## config.mk

```make
export PLATFORM = sky130hd
export DESIGN_NAME = ifetch_stage
export DESIGN_NICKNAME = d
export VERILOG_FILES = /design/src/rtl/ifetch_stage.sv
export SDC_FILE = /design/constraint.sdc
export NUM_CORES = 2
export LEC_CHECK = 0
export ABC_AREA = 1
export BUFFER_PORTS_ARGS = -buffer_cell sky130_fd_sc_hd__buf_2
export CAP_MARGIN = 30
export CORE_MARGIN = 2
export CORE_UTILIZATION = 45
export CTS_CLUSTER_DIAMETER = 50
export DETAILED_ROUTE_END_ITERATION = 10
export PLACE_DENSITY = 0.61
export SKIP_LAST_GASP = 1
export SYNTH_ARGS = -nofsm -noshare
export SYNTH_HDL_FRONTEND = slang
export SYNTH_SLANG_ARGS = --single-unit
```

## constraint.sdc

```tcl
create_clock -name clk -period 3.1 [get_ports clk]
set_input_delay 0.155 -clock clk [delete_from_list [all_inputs] [get_ports clk]]
set_output_delay 0.155 -clock clk [all_outputs]
set_load 0.02 [all_outputs]
```

## src/rtl/ifetch_stage.sv

```systemverilog
// rtl/ifetch_stage.sv - instruction fetch stage with side-loaded imem, PC and registered output slot
//
// Ports:
//   clk, rst                     clock, synchronous active-high reset
//   load_en/load_addr/load_data  imem write port, usable in every state
//   start                        leave IDLE and begin fetching
//   redirect_valid/redirect_pc   replace PC and squash the output slot (RUN/HALT only)
//   out_valid/out_ready          output slot handshake
//   instr/pc_out                 fetched word and its address
//   halted                       high while stopped on a zero word or end of memory
//   fetch_count                  accepted transfers; built only with IFETCH_PERF_COUNT_EN
module ifetch_stage #(
    parameter int          IMEM_DEPTH = 64,
    parameter logic [63:0] PC_RESET   = 64'h0
) (
    input  logic                          clk,
    input  logic                          rst,
    input  logic                          load_en,
    input  logic [$clog2(IMEM_DEPTH)-1:0] load_addr,
    input  logic [31:0]                   load_data,
    input  logic                          start,
    input  logic                          redirect_valid,
    input  logic [63:0]                   redirect_pc,
    output logic                          out_valid,
    input  logic                          out_ready,
    output logic [31:0]                   instr,
    output logic [63:0]                   pc_out,
    output logic                          halted,
    output logic [31:0]                   fetch_count
);

    localparam int AW = $clog2(IMEM_DEPTH);

    typedef enum logic [1:0] {
        IDLE = 2'd0,
        RUN  = 2'd1,
        HALT = 2'd2
    } state_t;

    state_t      state, state_next;
    logic [63:0] pc;
    logic [31:0] imem [IMEM_DEPTH];
    logic [31:0] w;
    logic        in_range;
    logic        slot_free;
    logic        do_fetch, do_halt, do_redirect;

    // Asynchronous read: a same-edge load lands after this value is captured,
    // so the fetch sees the old word.
    assign w         = imem[pc[AW+1:2]];
    assign in_range  = (pc[63:AW+2] == '0);
    assign slot_free = !out_valid || out_ready;
    assign halted    = (state == HALT);

    always_ff @(posedge clk) begin
        if (load_en) begin
            imem[load_addr] <= load_data;
        end
    end

    always_ff @(posedge clk) begin
        if (rst) begin
            state <= IDLE;
        end else begin
            state <= state_next;
        end
    end

    always_comb begin
        state_next  = state;
        do_fetch    = 1'b0;
        do_halt     = 1'b0;
        do_redirect = 1'b0;
        case (state)
            IDLE: begin
                if (start) begin
                    state_next = RUN;
                end
            end
            RUN: begin
                if (redirect_valid) begin
                    do_redirect = 1'b1;
                end else if (slot_free) begin
                    if (!in_range || w == 32'h0) begin
                        do_halt    = 1'b1;
                        state_next = HALT;
                    end else begin
                        do_fetch = 1'b1;
                    end
                end
            end
            HALT: begin
                if (redirect_valid) begin
                    do_redirect = 1'b1;
                    state_next  = RUN;
                end
            end
            default: state_next = IDLE;
        endcase
    end

    always_ff @(posedge clk) begin
        if (rst) begin
            pc        <= PC_RESET;
            out_valid <= 1'b0;
            instr     <= 32'h0;
            pc_out    <= 64'h0;
        end else if (do_redirect) begin
            // Masking keeps every redirect_pc bit in use while forcing word alignment.
            pc        <= redirect_pc & ~64'h3;
            out_valid <= 1'b0;
        end else if (do_fetch) begin
            instr     <= w;
            pc_out    <= pc;
            out_valid <= 1'b1;
            pc        <= pc + 64'd4;
        end else if (do_halt) begin
            out_valid <= 1'b0;
        end
    end

`ifdef IFETCH_PERF_COUNT_EN
    logic [31:0] count_q;

    // A squashed slot is never counted, even with out_ready high.
    always_ff @(posedge clk) begin
        if (rst) begin
            count_q <= 32'h0;
        end else if (out_valid && out_ready && !do_redirect) begin
            count_q <= count_q + 32'd1;
        end
    end

    assign fetch_count = count_q;
`else
    assign fetch_count = 32'h0;
`endif

endmodule

```

# Yosys cells after proc, flatten, opt, wreduce, memory -nomap -nowiden
# Memory sizes are Yosys's and may differ from the RTL's. A register that Yosys moved wholly into a read port is not among the register bits.
# Index checks and enable logic that the tools add are counted.
[totals]
regBits = 163
ram_bits = 2048
out_inout_bits = 130
mem_count = 1
[mem_list]
columns = ["name", "words", "width", "read_ports", "rd_clocked_by_memory_dff", "wr", "line_no", "source"]
rows = [
  ["imem", 64, 32, 1, 1, 1, "42", "logic [31:0] imem [IMEM_DEPTH];"],
]
[classes]
n_addsub = 1
n_eq_ne = 7
muxes = 24
bitwise = 1
reduce_logical = 13
[ops]
columns = ["operator", "n"]
rows = [
  ["64-bit 2-to-1 mux", 2],
  ["64-bit by 3-bit adder with 64-bit output (second input constant)", 1],
  ["56-bit logical NOT", 1],
  ["32-bit logical NOT", 1],
  ["1-bit 2-to-1 mux", 14],
  ["6-bit 2-to-1 mux", 2],
  ["2-bit 2-to-1 mux", 5],
  ["2-bit inequality test (second input constant)", 5],
  ["2-bit case mux with 3 select lines", 1],
  ["5-bit AND reduction", 1],
  ["2-bit nonzero test", 2],
  ["2-bit OR reduction", 2],
  ["2-bit by 1-bit == test with 1-bit output (second input constant)", 1],
  ["2-bit == test (second input constant)", 1],
  ["1-bit logical NOT", 2],
  ["2-bit logical NOT", 1],
  ["1-bit logical OR", 2],
  ["2-bit AND reduction", 1],
  ["1-bit inverter", 1],
]

# Longest topological paths before layout
[logic_depth]
word_depth = 11
depth_mapped = 24

# Worst setup path before layout
# No wires, ideal clock.
[synth_path]
path_type = "input-to-reg"
from = "input port load_en"
to = "memory imem[0][0], enable pin"
setup_ps = 421
arrival_time_ps = 2057
required_ps = 2679
setup_slack_ps = 622
path_stages = 3
n_path_buf = 1
cell_sequence = "clkbuf_1 nand4_1 nor2_1"
[synth_via]
elab_chain_len = 2
[synth_rtl]
columns = ["item", "line_no", "source"]
rows = [
  ["start: declaration", "18", "input logic load_en,"],
  ["1-bit 2-to-1 mux", "56", "if (load_en) begin"],
  ["1-bit 2-to-1 mux (implied by the code)", "57", "imem[load_addr] <= load_data;"],
  ["end: declaration", "42", ""],
]
# No other way between the ends.

==> impl_metrics.csv <==
group,metric,value,unit
status,outcome,"finished, violations left",
status,violations,"negative setup slack",
synth,synth-seq-cells,2213,
floorplanning,io_pins,238,
synth,synth_area_leaders,"edfxtp_1, nand3_1, nand2_1",
grt,grt_most_used_layer,"met2",
synth,synthXorXnorAreaFrac,0.0198,%
synth,synth_top_area_share,69.6,%
route,drt_iter0_drc,8177,
route,routed_via_density,5.81,
clock_tree,clockBufferDepth,3,
power,ir_drop,0.547,mV
synth,synthesis.area,88400,sq um
synth,synth.distinct_cells,28,
route,routed_wl,293,mm
synth,synth_top_family_by_area,"simple AND/OR/NAND/NOR gates",
placement,dpl.hpwl,168,mm
worst_setup_path,crit_chain,"buf_12, buf_12, buf_12, buf_16, buf_16, nand2_1, nand3_1, nand3_1, nand3_2, nand3_4, nand3_4, nand2_2, nand2_2, nor2_4, nand2_2, nor2_2, nand2_2, nand3_4, buf_12, buf_12, buf_12, buf_16, o211ai_1, inv_1",
synth,synthArstFlopShare,0,%
floorplanning,chipHeight,447,microns
grt,grt.overflow.total,0,
timing,finalSetupViolations,136,
clock_tree,root_buffer,"clkbuf_16",
cells_and_area,nets,8404,
power,swShare,35.0,%
worst_setup_path,crit_family,"simple AND/OR/NAND/NOR gates",
grt,globalRouteMet2Util,44.8,%
power,power.density,866,nW/um^2
timing,skew,0.0495,ns
floorplanning,die-area,200000,sq um
power,switchingPower,33.3,mW
synth,synth_edf_count,2048,
worst_setup_path,cp_max_fo,10,
worst_setup_path,cp.required,3.92,ns
clock_tree,numCtsBuffers,231,
worst_setup_path,cp_num_cells,24,
floorplanning,start_util,45.3,%
synth,synth_seq_area_share,73.3,%
synth,syn_inst,7547,
timing,fmaxAchievable,0.290,GHz
timing,layout_setup_ws,-0.351,ns
grt,grt_pass1_vias,61100,
synth,postSynthAreaPerCell,11.7,sq um
synth,synth_commonest_cells,"nand2_1, edfxtp_1, nand3_1",
cells_and_area,areaGrowthSynthToFinish,24.2,%
timing,min_period,3.45,ns
hold_path,min_to,"pc[59]$_SDFFE_PP0P_",
timing,slew_viol_final,0,
grt,use_met1,40.1,%
floorplanning,die_w,447,microns
timing,fin_crit_sh,111,%
worst_setup_path,reg2reg_depth,24,
cells_and_area,drive_gt1_share,17.8,%
power,power.share.clock,29.1,%
power,power.internal,61.8,mW
synth,synth.most_common_cell,"nand2_1",
clock_tree,cts_sinks,2213,
power,comb_power_share,35.6,%
synth,synthMuxAreaShare,0,%
clock_tree,cts.reportedPaths.clkPinSlew,0.06,ns
timing,worstMarginPinSlew,1.05,ns
floorplanning,core,195000,sq um
placement,dp.cells,10500,
worst_setup_path,crit_path_end_kind,"flip-flop",
grt,antenna_found_initial,12,
hold_path,hold_class,"in -> reg",
worst_setup_path,cpPeakStageDelay,0.35,ns
timing,final_hold_viol_count,0,
hold_path,min_path_cells,4,
synth,ys_warn_count,0,
clock_tree,clock_latency,0.88,ns
placement,dp_slack,-0.931,ns
grt,track_usage,29.0,%
route,antenna_left,0,
worst_setup_path,worst_path_most_repeated_cell,"buf_12",
hold_path,hp-start,"redirect_pc[59]",
route,drc,0,
grt,grt_use_met3,5.82,%
worst_setup_path,rrSetupSlack,-0.35,ns
route,wl_per_cell,26.4,microns
worst_setup_path,reg2reg_to,"pc[48]$_SDFFE_PP0P_",
clock_tree,ctsHtreeMaxLevel,4,
synth,ys.flop_type,"edfxtp_1",
timing,grt_setup_unrepaired,"true",
worst_setup_path,worstSetupPathType,"reg -> reg",
synth,yosys.area_share.adder,0.0566,%
worst_setup_path,critPathBufInv,10,
worst_setup_path,worst_setup_path_start_kind,"flip-flop",
worst_setup_path,crit_slowest_cell,"dfxtp_4",
cells_and_area,fin_cells,11100,
worst_setup_path,cp.arrival,4.27,ns
power,p_leak,40.6,nW
route,drt_pass1_iterations,6,
synth,synth-compound-area-share,0.874,%
grt,grt_max_degree,78,
floorplanning,rows,162,
cells_and_area,fin_util,56.3,%
placement,place_congestion,0.877,
clock_tree,cts_tree,"done",
power,pwr-share-seq,35.3,%
route,vias,64700,
flow_run,cap_viol_max_count,0,
grt,grt_pass1_wl,423,mm
synth,synth-simple-area-share,22.3,%
placement,portBuffers,201,
timing,maxSlewHeadroom,30.3,%
synth,synth_top_cell_by_area,"edfxtp_1",
==> worst reg2reg max path: stages, from the launching register on <==
cell      delay (ns)
dfxtp_4         0.35
buf_12          0.16
buf_12          0.15
buf_12          0.14
buf_16          0.15
buf_16          0.15
nand2_1         0.05
nand3_1         0.09
nand3_1         0.14
nand3_2         0.12
nand3_4         0.14
nand3_4         0.13
nand2_2         0.12
nand2_2         0.08
nor2_4          0.21
nand2_2         0.12
nor2_2          0.13
nand2_2         0.10
nand3_4         0.10
buf_12          0.16
buf_12          0.15
buf_12          0.13
buf_16          0.13
o211ai_1        0.12
inv_1           0.09
==> final cells by class <==
cell class                      count  area [sq um]
Fill cell                       15900         85200
Clock buffer                      302          6250
Inverter                          127           526
Timing Repair inverter              1          8.76
Timing Repair Buffer             1007         11100
Sequential cell                  2213         64800
Antenna cell                       11          27.5
Multi-Input combinational cell   4711         22300
Clock inverter                    132          1370
Tap cell                         2624          3280
==> layout by cell type (no fill, tap or decap), types with 8 or more instances in the layout <==
cell type      count
a21oi_1           29
inv_1            117
nand4_1           13
nand2_1         2171
dfxtp_1          159
nand3_2          105
bufbuf_16         15
buf_16            39
buf_8              8
clkinv_2          35
nor2_4            66
clkinv_1          42
buf_2            201
nand3_1         1910
nand3_4           32
o21ai_1           14
nor4_1            17
clkbuf_1          53
conb_1            34
nand2_2           26
bufinv_16         17
clkbuf_8           9
inv_6             13
diode_2           11
buf_6             16
o21ai_0           47
nor2_1           162
dlygate4sd3_1    121
buf_12           194
a21oi_2           17
clkbuf_16        239
o211ai_1          21
edfxtp_1        2048
nand2_4            9
buf_4            410
==> metal layers <==
metal	share of wire [%]	wire length, microns	vias up
li1	-	-	28200
met1	39	114000	32000
met2	46	134000	3753
met3	11	31200	707
met4	4.6	13500	4
met5	0.0082	24	-
==> sequential cells by signal, summed over array words and instances, names as in the netlist, named ones only <==
| signal | cells |
|---|---|
| pc_out | 62 |
| out_valid | 1 |
| instr | 32 |
| pc | 62 |
| state | 2 |
| imem | 2048 |
==> worst max-delay path by stage <==
stage                                 endpoint  slack [ns]
after floorplan           imem[0][0]$_DFFE_PP_        0.62
after detailed placement             flip-flop       -0.93
after global placement               flip-flop       -0.88
final                      pc[48]$_SDFFE_PP0P_       -0.35
after CTS                  pc[31]$_SDFFE_PP0P_       -0.21
after global routing       pc[48]$_SDFFE_PP0P_       -0.41
==> power groups by stage <==
stage,registers (mW),clock network (mW),logic [mW]
after global routing,33.6,29.1,36.1
final,33.5,27.7,33.9
after detailed placement,34.2,0,28.2
after global placement,34.2,0,28.0
after CTS,33.5,27.9,32.7
after floorplan,34.0,0,15.6
==> metrics by stage <==
stage | total power, mW | cell area (sq um) | hold WS (ns) | setup TNS (ns)
2_1_floorplan | 49.5 | 88500 | 0.254 | 0
3_3_place_gp | 62.1 | 97200 | 0.411 | -103.24
3_5_place_dp | 62.4 | 97500 | 0.423 | -110.38
4_1_cts | 94.1 | 109000 | 0.00917 | -20.68
5_1_grt | 98.7 | 110000 | 0.0741 | -41.05
6_report | 95.1 | 110000 | 0.0787 | -35.45
==> logic make-up (layout without fill, tap and decap cells) <==
group                      after synthesis  count (layout)
AOI/OAI and AO/OA                      142             142
and+or+nand+nor                       4529            4529
buffers and inverters                  656            1569
other                                    1              45
adders and majority gates                4               4
DFF                                   2213            2213
xor gates and xnor gates                 2               2
==> repair_timing <==
action,in CTS,in global routing
buffers inserted,53,9
hold buffers,117,4
setup endpoints to repair,136,136
hold endpoints to repair,1402,241
pin swaps,46,23
cloned,32,3
gates resized for setup,294,65
Power figures use the tool's default switching activity.
